## src/rtl/carrier_loop_pkg.sv

```systemverilog
// Shared definitions for the DPSK carrier-recovery loop controller:
// state encoding and default loop-gain shift values.
package carrier_loop_pkg;

    typedef enum logic [1:0] {
        ST_IDLE  = 2'd0,
        ST_ACQ   = 2'd1,
        ST_TRACK = 2'd2
    } loop_state_e;

    localparam int PD_W_DEF = 28;

    localparam logic [4:0] C1_ACQ_DEF = 5'd8;
    localparam logic [4:0] C2_ACQ_DEF = 5'd3;
    localparam logic [4:0] C1_TRK_DEF = 5'd10;
    localparam logic [4:0] C2_TRK_DEF = 5'd5;

endpackage

```

## src/rtl/loop_lock_det.sv

```systemverilog
// Lock detector: saturating |pd|, threshold test and the good/bad run
// counters, updated once per loop update on the integrator strobe.
module loop_lock_det
    import carrier_loop_pkg::*;
#(
    parameter int PD_W       = PD_W_DEF,
    parameter int LOCK_TH    = 1048576,
    parameter int LOCK_CNT   = 64,
    parameter int UNLOCK_CNT = 16
) (
    input  logic                   clk,
    input  logic                   rst,
    input  logic                   sample,
    input  logic                   clr,
    input  logic signed [PD_W-1:0] pd,
    output logic                   lock_hit,
    output logic                   unlock_hit
);

    localparam int GC_W = $clog2(LOCK_CNT + 1);
    localparam int BC_W = $clog2(UNLOCK_CNT + 1);

    localparam logic [GC_W-1:0] GOOD_MAX  = GC_W'(LOCK_CNT);
    localparam logic [GC_W-1:0] GOOD_LAST = GC_W'(LOCK_CNT - 1);
    localparam logic [BC_W-1:0] BAD_MAX   = BC_W'(UNLOCK_CNT);
    localparam logic [BC_W-1:0] BAD_LAST  = BC_W'(UNLOCK_CNT - 1);

    localparam logic [PD_W-1:0]        TH     = PD_W'(LOCK_TH);
    localparam logic signed [PD_W-1:0] PD_MIN = {1'b1, {(PD_W-1){1'b0}}};
    localparam logic [PD_W-1:0]        MAG_MAX = {1'b0, {(PD_W-1){1'b1}}};

    // The most negative code has no positive twin; clamp it to full scale.
    function automatic logic [PD_W-1:0] abs_sat(input logic signed [PD_W-1:0] x);
        logic signed [PD_W-1:0] neg;
        neg = -x;
        if (x == PD_MIN) begin
            return MAG_MAX;
        end
        return x[PD_W-1] ? $unsigned(neg) : $unsigned(x);
    endfunction

    logic [PD_W-1:0] pd_mag;
    logic            good;
    logic [GC_W-1:0] good_cnt_q, good_cnt_d;
    logic [BC_W-1:0] bad_cnt_q, bad_cnt_d;

    assign pd_mag = abs_sat(pd);
    assign good   = (pd_mag < TH);

    assign lock_hit   = sample &&  good && (good_cnt_q == GOOD_LAST);
    assign unlock_hit = sample && !good && (bad_cnt_q == BAD_LAST);

    always_comb begin
        good_cnt_d = good_cnt_q;
        bad_cnt_d  = bad_cnt_q;
        if (clr) begin
            good_cnt_d = '0;
            bad_cnt_d  = '0;
        end else if (sample) begin
            if (good) begin
                bad_cnt_d = '0;
                if (good_cnt_q != GOOD_MAX) begin
                    good_cnt_d = good_cnt_q + GC_W'(1);
                end
            end else begin
                good_cnt_d = '0;
                if (bad_cnt_q != BAD_MAX) begin
                    bad_cnt_d = bad_cnt_q + BC_W'(1);
                end
            end
        end
    end

    always_ff @(posedge clk) begin
        if (!rst) begin
            good_cnt_q <= '0;
            bad_cnt_q  <= '0;
        end else begin
            good_cnt_q <= good_cnt_d;
            bad_cnt_q  <= bad_cnt_d;
        end
    end

endmodule

```

## src/rtl/carrier_loop_ctrl.sv

```systemverilog
// Carrier-recovery loop controller: update strobes, gain scheduling,
// IDLE/ACQ/TRACK sequencing with acquisition timeout.
module carrier_loop_ctrl
    import carrier_loop_pkg::*;
#(
    parameter int         PD_W        = PD_W_DEF,
    parameter int         UPD_PERIOD  = 16,
    parameter int         LOCK_TH     = 1048576,
    parameter int         LOCK_CNT    = 64,
    parameter int         UNLOCK_CNT  = 16,
    parameter int         ACQ_TIMEOUT = 4096,
    parameter logic [4:0] C1_ACQ      = C1_ACQ_DEF,
    parameter logic [4:0] C2_ACQ      = C2_ACQ_DEF,
    parameter logic [4:0] C1_TRK      = C1_TRK_DEF,
    parameter logic [4:0] C2_TRK      = C2_TRK_DEF
) (
    input  logic                   clk,
    input  logic                   rst,
    input  logic                   en,
    input  logic                   freeze,
    input  logic signed [PD_W-1:0] pd,
    output logic                   acc_en,
    output logic                   out_en,
    output logic                   acc_clr,
    output logic [4:0]             c1_shift,
    output logic [4:0]             c2_shift,
    output logic                   locked,
    output logic [1:0]             state,
    output logic                   timeout
);

    localparam int PH_W = $clog2(UPD_PERIOD);
    localparam int UC_W = $clog2(ACQ_TIMEOUT + 1);

    localparam logic [PH_W-1:0] PH_ACC   = PH_W'(UPD_PERIOD - 4);
    localparam logic [PH_W-1:0] PH_OUT   = PH_W'(UPD_PERIOD - 3);
    localparam logic [UC_W-1:0] UPD_LAST = UC_W'(ACQ_TIMEOUT - 1);

    loop_state_e     state_q, state_d;
    logic [PH_W-1:0] phase_q, phase_d;
    logic [UC_W-1:0] upd_cnt_q, upd_cnt_d;
    logic            acc_en_q, acc_en_d;
    logic            out_en_q, out_en_d;
    logic            acc_clr_q, acc_clr_d;
    logic            locked_q, locked_d;
    logic            timeout_q, timeout_d;
    logic [4:0]      c1_q, c1_d;
    logic [4:0]      c2_q, c2_d;
    logic            det_clr;
    logic            lock_hit;
    logic            unlock_hit;

    // A strobe already on the output is treated as consumed by the loop
    // filter, so the detector always sees it, even in a freeze cycle.
    loop_lock_det #(
        .PD_W       (PD_W),
        .LOCK_TH    (LOCK_TH),
        .LOCK_CNT   (LOCK_CNT),
        .UNLOCK_CNT (UNLOCK_CNT)
    ) u_lock_det (
        .clk        (clk),
        .rst        (rst),
        .sample     (acc_en_q),
        .clr        (det_clr),
        .pd         (pd),
        .lock_hit   (lock_hit),
        .unlock_hit (unlock_hit)
    );

    always_comb begin
        state_d   = state_q;
        phase_d   = phase_q;
        upd_cnt_d = upd_cnt_q;
        locked_d  = locked_q;
        c1_d      = c1_q;
        c2_d      = c2_q;
        timeout_d = 1'b0;
        acc_en_d  = 1'b0;
        out_en_d  = 1'b0;
        det_clr   = 1'b0;

        if (!en) begin
            state_d   = ST_IDLE;
            phase_d   = '0;
            upd_cnt_d = '0;
            locked_d  = 1'b0;
            det_clr   = 1'b1;
            c1_d      = C1_ACQ;
            c2_d      = C2_ACQ;
        end else if (state_q == ST_IDLE) begin
            if (!freeze) begin
                state_d = ST_ACQ;
                phase_d = '0;
            end
        end else begin
            case (state_q)
                ST_ACQ: begin
                    if (acc_en_q) begin
                        if (lock_hit) begin
                            state_d   = ST_TRACK;
                            locked_d  = 1'b1;
                            det_clr   = 1'b1;
                            upd_cnt_d = '0;
                        end else if (upd_cnt_q == UPD_LAST) begin
                            timeout_d = 1'b1;
                            det_clr   = 1'b1;
                            upd_cnt_d = '0;
                        end else begin
                            upd_cnt_d = upd_cnt_q + UC_W'(1);
                        end
                    end
                end
                ST_TRACK: begin
                    if (acc_en_q && unlock_hit) begin
                        state_d   = ST_ACQ;
                        locked_d  = 1'b0;
                        det_clr   = 1'b1;
                        upd_cnt_d = '0;
                    end
                end
                default: state_d = ST_IDLE;
            endcase

            if (timeout_d) begin
                phase_d = '0;
            end else if (!freeze) begin
                phase_d = phase_q + PH_W'(1);
            end
        end

        // Gains only reload at phase 0 so an acc_en/out_en pair shares one gain set.
        if (state_d != ST_IDLE && !freeze) begin
            acc_en_d = (phase_d == PH_ACC);
            out_en_d = (phase_d == PH_OUT);
            if (phase_d == '0) begin
                c1_d = (state_d == ST_TRACK) ? C1_TRK : C1_ACQ;
                c2_d = (state_d == ST_TRACK) ? C2_TRK : C2_ACQ;
            end
        end

        acc_clr_d = timeout_d || (state_d == ST_IDLE);
    end

    always_ff @(posedge clk) begin
        if (!rst) begin
            state_q   <= ST_IDLE;
            phase_q   <= '0;
            upd_cnt_q <= '0;
            acc_en_q  <= 1'b0;
            out_en_q  <= 1'b0;
            acc_clr_q <= 1'b1;
            locked_q  <= 1'b0;
            timeout_q <= 1'b0;
            c1_q      <= C1_ACQ;
            c2_q      <= C2_ACQ;
        end else begin
            state_q   <= state_d;
            phase_q   <= phase_d;
            upd_cnt_q <= upd_cnt_d;
            acc_en_q  <= acc_en_d;
            out_en_q  <= out_en_d;
            acc_clr_q <= acc_clr_d;
            locked_q  <= locked_d;
            timeout_q <= timeout_d;
            c1_q      <= c1_d;
            c2_q      <= c2_d;
        end
    end

    assign acc_en   = acc_en_q;
    assign out_en   = out_en_q;
    assign acc_clr  = acc_clr_q;
    assign c1_shift = c1_q;
    assign c2_shift = c2_q;
    assign locked   = locked_q;
    assign state    = state_q;
    assign timeout  = timeout_q;

endmodule

```

## config.mk

```make
export PLATFORM = sky130hd
export DESIGN_NAME = carrier_loop_ctrl
export DESIGN_NICKNAME = d
export VERILOG_FILES = /design/src/rtl/carrier_loop_pkg.sv /design/src/rtl/loop_lock_det.sv /design/src/rtl/carrier_loop_ctrl.sv
export SDC_FILE = /design/constraint.sdc
export NUM_CORES = 1
export LEC_CHECK = 0
export CORE_MARGIN = 1
export CORE_UTILIZATION = 55
export CTS_BUF_LIST = sky130_fd_sc_hd__clkbuf_2
export DETAILED_ROUTE_END_ITERATION = 8
export PLACE_DENSITY = 0.95
export SYNTH_ARGS = -nofsm -noshare
export SYNTH_HDL_FRONTEND = slang
export SYNTH_SLANG_ARGS = --single-unit
```

## constraint.sdc

```tcl
create_clock -name clk -period 5.9 [get_ports clk]
set_input_delay 1.18 -clock clk [delete_from_list [all_inputs] [get_ports clk]]
set_output_delay 1.18 -clock clk [all_outputs]
set_load 0.02 [all_outputs]
```

==> reports/qor.csv, run 1 <==
stage;metric;value;unit
status;outcome;finished clean;
synthesis;number of synthesized flops with an enable pin;0;
route;routed vias/inst;6.245;
floorplanning;initial core utilization;57.36;%
setup_path;Max FO, Critical Path;24;
route;Initial DRT Pass Iterations;6;
clock_tree;Skew-Pair Late Insertion Delay;410;ps
floorplanning;chip width;69.62;um
power_and_ir_drop;sequential power share;62.0;%
finish;synthesis-to-finish area growth;22.04;%
route;Final ANT Viol Nets;0;
synthesis;Most used DFF post-synth;dfxtp_1;
hold_path;Hold Path Class;reg -> reg;
finish;most frequent cells in the layout;48 x clkdlybuf4s50_1, 46 x dfxtp_1, 25 x nor2_1;
sta;Tcrit/Tclk final;69.44;%
sta;setup repair after global routing missed its margin;no;
setup_path;Critical Path Sink Type;flip-flop;
clock_tree;CTS hold repair buffers;0;
synthesis;Cells after Synth;302;
power_and_ir_drop;Sw Share;26.56;%
clock_tree;TritonCTS clock tree;built;
setup_path;Crit Reg-Reg Endpoint;u_lock_det.good_cnt_q[4];
finish;Design Area, Final;3069;um^2
clock_tree;clock sink count;46;
placement;port bufs;48;
finish;ant diodes;0;
placement;worst slack, placed;1402;ps
sta;slew margin rel.;40.72;%
power_and_ir_drop;Comb pwr share;10.3;%
setup_path;Reg2Reg Launch Point;acc_en;
floorplanning;num ports;49;
setup_path;CP startpoint;pd[11];
power_and_ir_drop;switching power;0.0001344;W
synthesis;Async S/R FF share, synth;0;%
power_and_ir_drop;VDD IR max;94.14;uV
power_and_ir_drop;Power Dens Cells;164.8;nW/um^2
setup_path;Worst EP arrival;4450;ps
sta;Slew Viols, Final;0;
global_routing;largest net degree at the start of global routing;25;
run;Max-Cap Viols;0;
finish;fraction of layout cells with a size suffix above 1;5.460;%
synthesis;syn_nets;345;
global_routing;initial antenna violation count;0;
finish;nets;390;
floorplanning;Core ar.;4384;um^2
route;drt wl/cell;14.68;um
synthesis;Avg Synthesized Cell Area;8.328;um^2
synthesis;Ys Warns;0;
sta;worst-margin pin slew;889.2;ps
sta;Setup WS post-layout;1803;ps
setup_path;crit path to;upd_cnt_q[5];
placement;GP Congestion;0.9009;
sta;achievable frequency;244.1;MHz
power_and_ir_drop;Internal;0.0003715;W
synthesis;sequential area share after synthesis;36.62;%
sta;final hold viol count;0;
clock_tree;post-cts resize count;0;
setup_path;r2r worst-path depth;6;
finish;post-layout util;70.01;%
sta;Final setup viols;0;
global_routing;GRT Total Usage;24.99;%
sta;setup TNS;0;ps
global_routing;first-pass GRT wire length;10150;um
clock_tree;clock slew at reported path FFs;260;ps
placement;hpwl dp;4296;um
setup_path;r2r setup slk;2650;ps
sta;Final min period;4097;ps
clock_tree;Post-CTS Setup Bufs;0;
synthesis;cell area after synthesis;2515;um^2
synthesis;#FFs+latches synth;46;
floorplanning;Die ar.;4847;um^2
setup_path;CP Launch Type;input pin;
synthesis;Netlist cell types;51;
placement;placed cell areas;3019;um^2
route;Total Wirelength;5871;um
power_and_ir_drop;Clk pwr share;27.7;%
finish;commonest non-fill, non-tap cell in the layout;clkdlybuf4s50_1;
setup_path;critical path class;in -> reg;
clock_tree;cts bufs inserted;5;
clock_tree;clock root buffer;clkbuf_2;
power_and_ir_drop;leakage power;0.9582;nW
clock_tree;maximum root-to-sink buffer count;2;
route;DR iter-0 viols;168;
global_routing;vias in the first global route;2414;
route;DRC errors left;0;
setup_path;CP required;6260;ps
clock_tree;number of H-tree levels;2;
sta;clk_skew;21.17;ps
finish;FILL cells;340;
floorplanning;die height;69.62;um
floorplanning;# rows;24;
global_routing;total gr overflow;0;
route;vias post-DR;2498;
==> critical path: stages <==
cell and delay (ps):
clkdlybuf4s50_1 410, nor4_1 280, nand3_1 180, nor4_4 290
mux2_4 360, o21ai_4 430, a41oi_2 530, or4_1 640
a21oi_1 140
==> registers in the layout, indices dropped and copies added, names as in the netlist, 2 cells and up <==
signal and count:
c1_shift 5, c2_shift 5, phase_q 4, state 2, u_lock_det.bad_cnt_q 5, u_lock_det.good_cnt_q 7, upd_cnt_q 13
==> Yosys cell counts, types with 2 or more instances <==
library cell	count	area (um^2)
a21oi_1	19	95.09
o221ai_1	2	17.52
nor3_1	12	60.06
clkbuf_1	7	26.28
mux2i_1	3	30.03
ha_1	11	137.6
nand4_1	5	31.28
o31ai_1	9	67.56
o211ai_1	4	30.03
and3_1	2	12.51
buf_2	3	15.01
a21boi_0	2	15.01
xnor2_1	3	26.28
dfxtp_1	46	920.9
or3_1	6	37.54
a211oi_1	5	37.54
or4_1	7	52.55
a22oi_1	3	22.52
inv_1	18	67.56
nor3b_1	7	52.55
nand3_1	14	70.07
nand2_1	23	86.33
nor4_1	14	87.58
xor2_1	4	35.03
a2111oi_0	2	17.52
and2_1	3	18.77
a21o_1	3	22.52
nor2b_1	2	12.51
nor2_1	25	93.84
or2_2	2	12.51
o21ai_0	16	80.08
==> power by group through the flow <==
stage	Sequential [W]	Clock, W	Combinational, W
2_1_floorplan	0.000320	0	0.0000216
3_3_place_gp	0.000319	0	0.0000506
3_5_place_dp	0.000319	0	0.0000517
4_1_cts	0.000314	0.000145	0.0000519
5_1_grt	0.000314	0.000155	0.0000566
6_report	0.000314	0.000140	0.0000523
==> through the flow <==
| step | cells | hold slack (ps) | power, W |
|---|---|---|---|
| floorplan | 302 | 451.9 | 0.0003416 |
| global placement | 392 | 426.0 | 0.0003697 |
| detailed placement | 392 | 431.6 | 0.0003710 |
| CTS | 400 | 486.0 | 0.0005103 |
| global route | 400 | 501.6 | 0.0005251 |
| finish | 400 | 484.4 | 0.0005059 |
==> worst min path at each step <==
stage	from	endpoint	slack (ps)	cells after the start
after floorplan	upd_cnt_q[10]	upd_cnt_q[10]	450	2
after global routing	c1_shift[3]	c1_shift[3]	500	1
after detailed placement	c1_shift[3]	c1_shift[3]	430	1
after global placement	c2_shift[0]	c2_shift[0]	430	1
final	c2_shift[0]	c2_shift[0]	480	1
after CTS	c1_shift[3]	c1_shift[3]	490	1
==> kinds of logic (layout without fill, tap and decap cells) <==
group                    Yosys count  after routing  share of synthesized area (%)
AND/OR/NAND/NOR                  128            128                          27.71
AO/OA/AOI/OAI                     77             77                          21.34
flip-flops                        46             46                          36.62
buffers and inverters             29             75                          4.627
adder cells (fa/ha/maj)           11             11                          5.473
XOR/XNOR                           7              7                          2.438
multiplexers                       4              4                          1.791
==> final cells by class <==
| type | count | area [um^2] | area share (%) |
|---|---|---|---|
| clock inverters | 3 | 25.02 | 0.8153 |
| clock buffers | 5 | 25.02 | 0.8153 |
| flip-flops and latches | 46 | 920.9 | 30.00 |
| inverters | 18 | 67.56 | 2.201 |
| well taps | 52 | 65.06 | 2.120 |
| multi-input cells | 227 | 1478 | 48.15 |
| repair buffers | 49 | 488.0 | 15.90 |
==> per-layer routing <==
metal / global-route usage [%] / vias up / part of all wire (%) / wire, um
met5: 0 / - / 0 / 0
met4: 10.44 / 0 / 1.6 / 93
met3: 4.215 / 15 / 4.6 / 273
met2: 44.12 / 72 / 50 / 2946
met1: 29.89 / 1192 / 44 / 2557
li1: - / 1219 / - / -
No activity file was read; power rests on OpenSTA's default activity.
==> run 2, diff against run 1 <==
--- a/config.mk
+++ b/config.mk
@@ -6,7 +6,7 @@
 export NUM_CORES = 1
 export LEC_CHECK = 0
 export CORE_MARGIN = 1
-export CORE_UTILIZATION = 55
+export CORE_UTILIZATION = 54
 export CTS_BUF_LIST = sky130_fd_sc_hd__clkbuf_2
 export DETAILED_ROUTE_END_ITERATION = 8
 export PLACE_DENSITY = 0.95
==> constraint.sdc (replaced) <==
create_clock -name clk -period 4.25 [get_ports clk]
set_input_delay 0.85 -clock clk [delete_from_list [all_inputs] [get_ports clk]]
set_output_delay 0.85 -clock clk [all_outputs]
set_load 0.02 [all_outputs]
==> reports/qor.csv, run 2 (synthesis results as in run 1) <==
stage;metric;value;unit;change
status;outcome;finished clean;;
sta;clk_skew;19.67;ps;-1.499 ps
finish;synthesis-to-finish area growth;23.23;%;
finish;FILL cells;359;;+5.6%
hold_path;Hold Path Class;reg -> reg;;
floorplanning;Core ar.;4414;um^2;+0.68%
route;Final ANT Viol Nets;0;;unchanged
floorplanning;# rows;24;;unchanged
clock_tree;number of H-tree levels;2;;unchanged
floorplanning;Die ar.;4934;um^2;+1.8%
sta;Tcrit/Tclk final;80.63;%;
placement;GP Congestion;1.069;;+19%
route;drt wl/cell;14.39;um;-2.0%
clock_tree;clock sink count;46;;unchanged
power_and_ir_drop;leakage power;0.9763;nW;+1.9%
sta;setup TNS;0;ps;unchanged
power_and_ir_drop;Power Dens Cells;228.2;nW/um^2;+38%
global_routing;met3 Use GR;6.494;%;+2.3 points
sta;worst-margin pin slew;965.8;ps;+76.68 ps
finish;largest reg by FF count;upd_cnt_q;;
clock_tree;clock root buffer;clkbuf_2;;
power_and_ir_drop;total power;0.0007071;W;+40%
finish;biggest regs;upd_cnt_q: 13 flops, u_lock_det.good_cnt_q: 7 flops;;
power_and_ir_drop;VDD IR max;169.0;uV;+80%
route;vias post-DR;2482;;-0.64%
clock_tree;Post-CTS Setup Bufs;0;;unchanged
sta;Final min period;3427;ps;
clock_tree;CTS hold repair buffers;0;;unchanged
setup_path;Max FO, Critical Path;20;;-17%
finish;fraction of layout cells with a size suffix above 1;6.534;%;+1.1 points
clock_tree;maximum root-to-sink buffer count;2;;unchanged
run;Max-Cap Viols;0;;unchanged
setup_path;Critical Path Sink Type;flip-flop;;
global_routing;largest net degree at the start of global routing;23;;-8.0%
clock_tree;TritonCTS clock tree;built;;
setup_path;CP Launch Type;input pin;;
finish;nets;394;;+1.0%
sta;Slew Viols, Final;0;;unchanged
route;DR iter-0 viols;180;;+7.1%
finish;multi-input logic area;1478;um^2;unchanged
global_routing;GRT Total Usage;25.28;%;+0.29 points
sta;setup repair after global routing missed its margin;no;;
clock_tree;Skew-Pair Late Insertion Delay;440;ps;+30 ps
route;Initial DRT Pass Iterations;4;;-2
sta;achievable frequency;291.8;MHz;
placement;port bufs;48;;unchanged
placement;placed cell areas;3049;um^2;+0.99%
setup_path;CP required;4640;ps;-1620 ps
global_routing;total gr overflow;0;;unchanged
floorplanning;chip width;70.25;um;+0.90%
setup_path;Worst EP arrival;3820;ps;-630 ps
placement;hpwl dp;4499;um;+4.7%
finish;max reg flops;13;;unchanged
sta;slew margin rel.;35.61;%;-5.1 points
global_routing;initial antenna violation count;0;;unchanged
sta;final hold viol count;0;;unchanged
finish;commonest non-fill, non-tap cell in the layout;clkdlybuf4s50_1;;
global_routing;vias in the first global route;2323;;-3.8%
global_routing;most crowded layer after global routing;met2;;
route;DRC errors left;0;;unchanged
route;Total Wirelength;5812;um;-1.0%
floorplanning;die height;70.25;um;+0.90%
clock_tree;cts bufs inserted;5;;unchanged
sta;Final setup viols;0;;unchanged
setup_path;critical path class;in -> reg;;
floorplanning;initial core utilization;56.97;%;-0.39 points
finish;ant diodes;0;;unchanged
finish;Design Area, Final;3099;um^2;+0.98%
sta;WHS;479.1;ps;-5.320 ps
finish;most frequent cells in the layout;48 x clkdlybuf4s50_1, 46 x dfxtp_1, 25 x nor2_1;;
finish;sequential cell area;920.9;um^2;unchanged
clock_tree;post-cts resize count;0;;unchanged
global_routing;grt met2 use;42.33;%;-1.8 points
clock_tree;clock slew at reported path FFs;250;ps;about the same
route;routed vias/inst;6.144;;-1.6%
global_routing;met1 usage;31.15;%;+1.3 points
floorplanning;num ports;49;;unchanged
global_routing;first-pass GRT wire length;10090;um;-0.61%
run 2: worst paths after layout:
check         startpoint           end  slack (ps)  cells after the start
min reg2reg  c2_shift[2]   c2_shift[2]         480                      2
max                pd[7]  upd_cnt_q[2]         820                     10
min          c2_shift[2]   c2_shift[2]         480                      2
max reg2reg     state[1]   c1_shift[1]        1360                      9
run 2: layout make-up:
class / count / area share [%]
timing repair buffer: 53 / 16.71
clock inverter: 3 / 0.8074
tap: 52 / 2.099
sequential: 46 / 29.71
clock buffer: 5 / 0.8074
inverter: 18 / 2.180
multi-input combinational: 227 / 47.68
run 2: power by group:
part	leakage (nW)	total [W]	switching, W	internal (W)
Sequential	0.371	0.000435	0.000000974	0.000434
Combinational	0.576	0.0000738	0.0000355	0.0000383
Clock	0.0296	0.000198	0.000155	0.0000437
Total	0.976	0.000707	0.000191	0.000516
run 2: layer usage:
layer / up-vias / routed length (um) / share of wire [%]
met5: - / 0 / 0
met2: 74 / 2933 / 50
met1: 1161 / 2488 / 43
li1: 1230 / - / -
met3: 17 / 283 / 4.9
met4: 0 / 106 / 1.8
run 2: worst max-delay path, stage by stage:
cell and delay [ps]:
clkdlybuf4s50_1 400, nor4_1 280, nand3_1 180, nor4_4 280, mux2_4 360, o21ai_4 280, a41oi_2 430, buf_4 310
or3_1 310, a21oi_1 140
run 2: stage by stage:
step / worst slack, ps / std cells / utilization [%]
6_report: 823.3 / 404 / 70.21
5_1_grt: 538.8 / 404 / 70.21
4_1_cts: 827.8 / 404 / 70.21
3_5_place_dp: 377.2 / 396 / 69.08
3_3_place_gp: 430.4 / 396 / 69.08
2_1_floorplan: 1103 / 302 / -
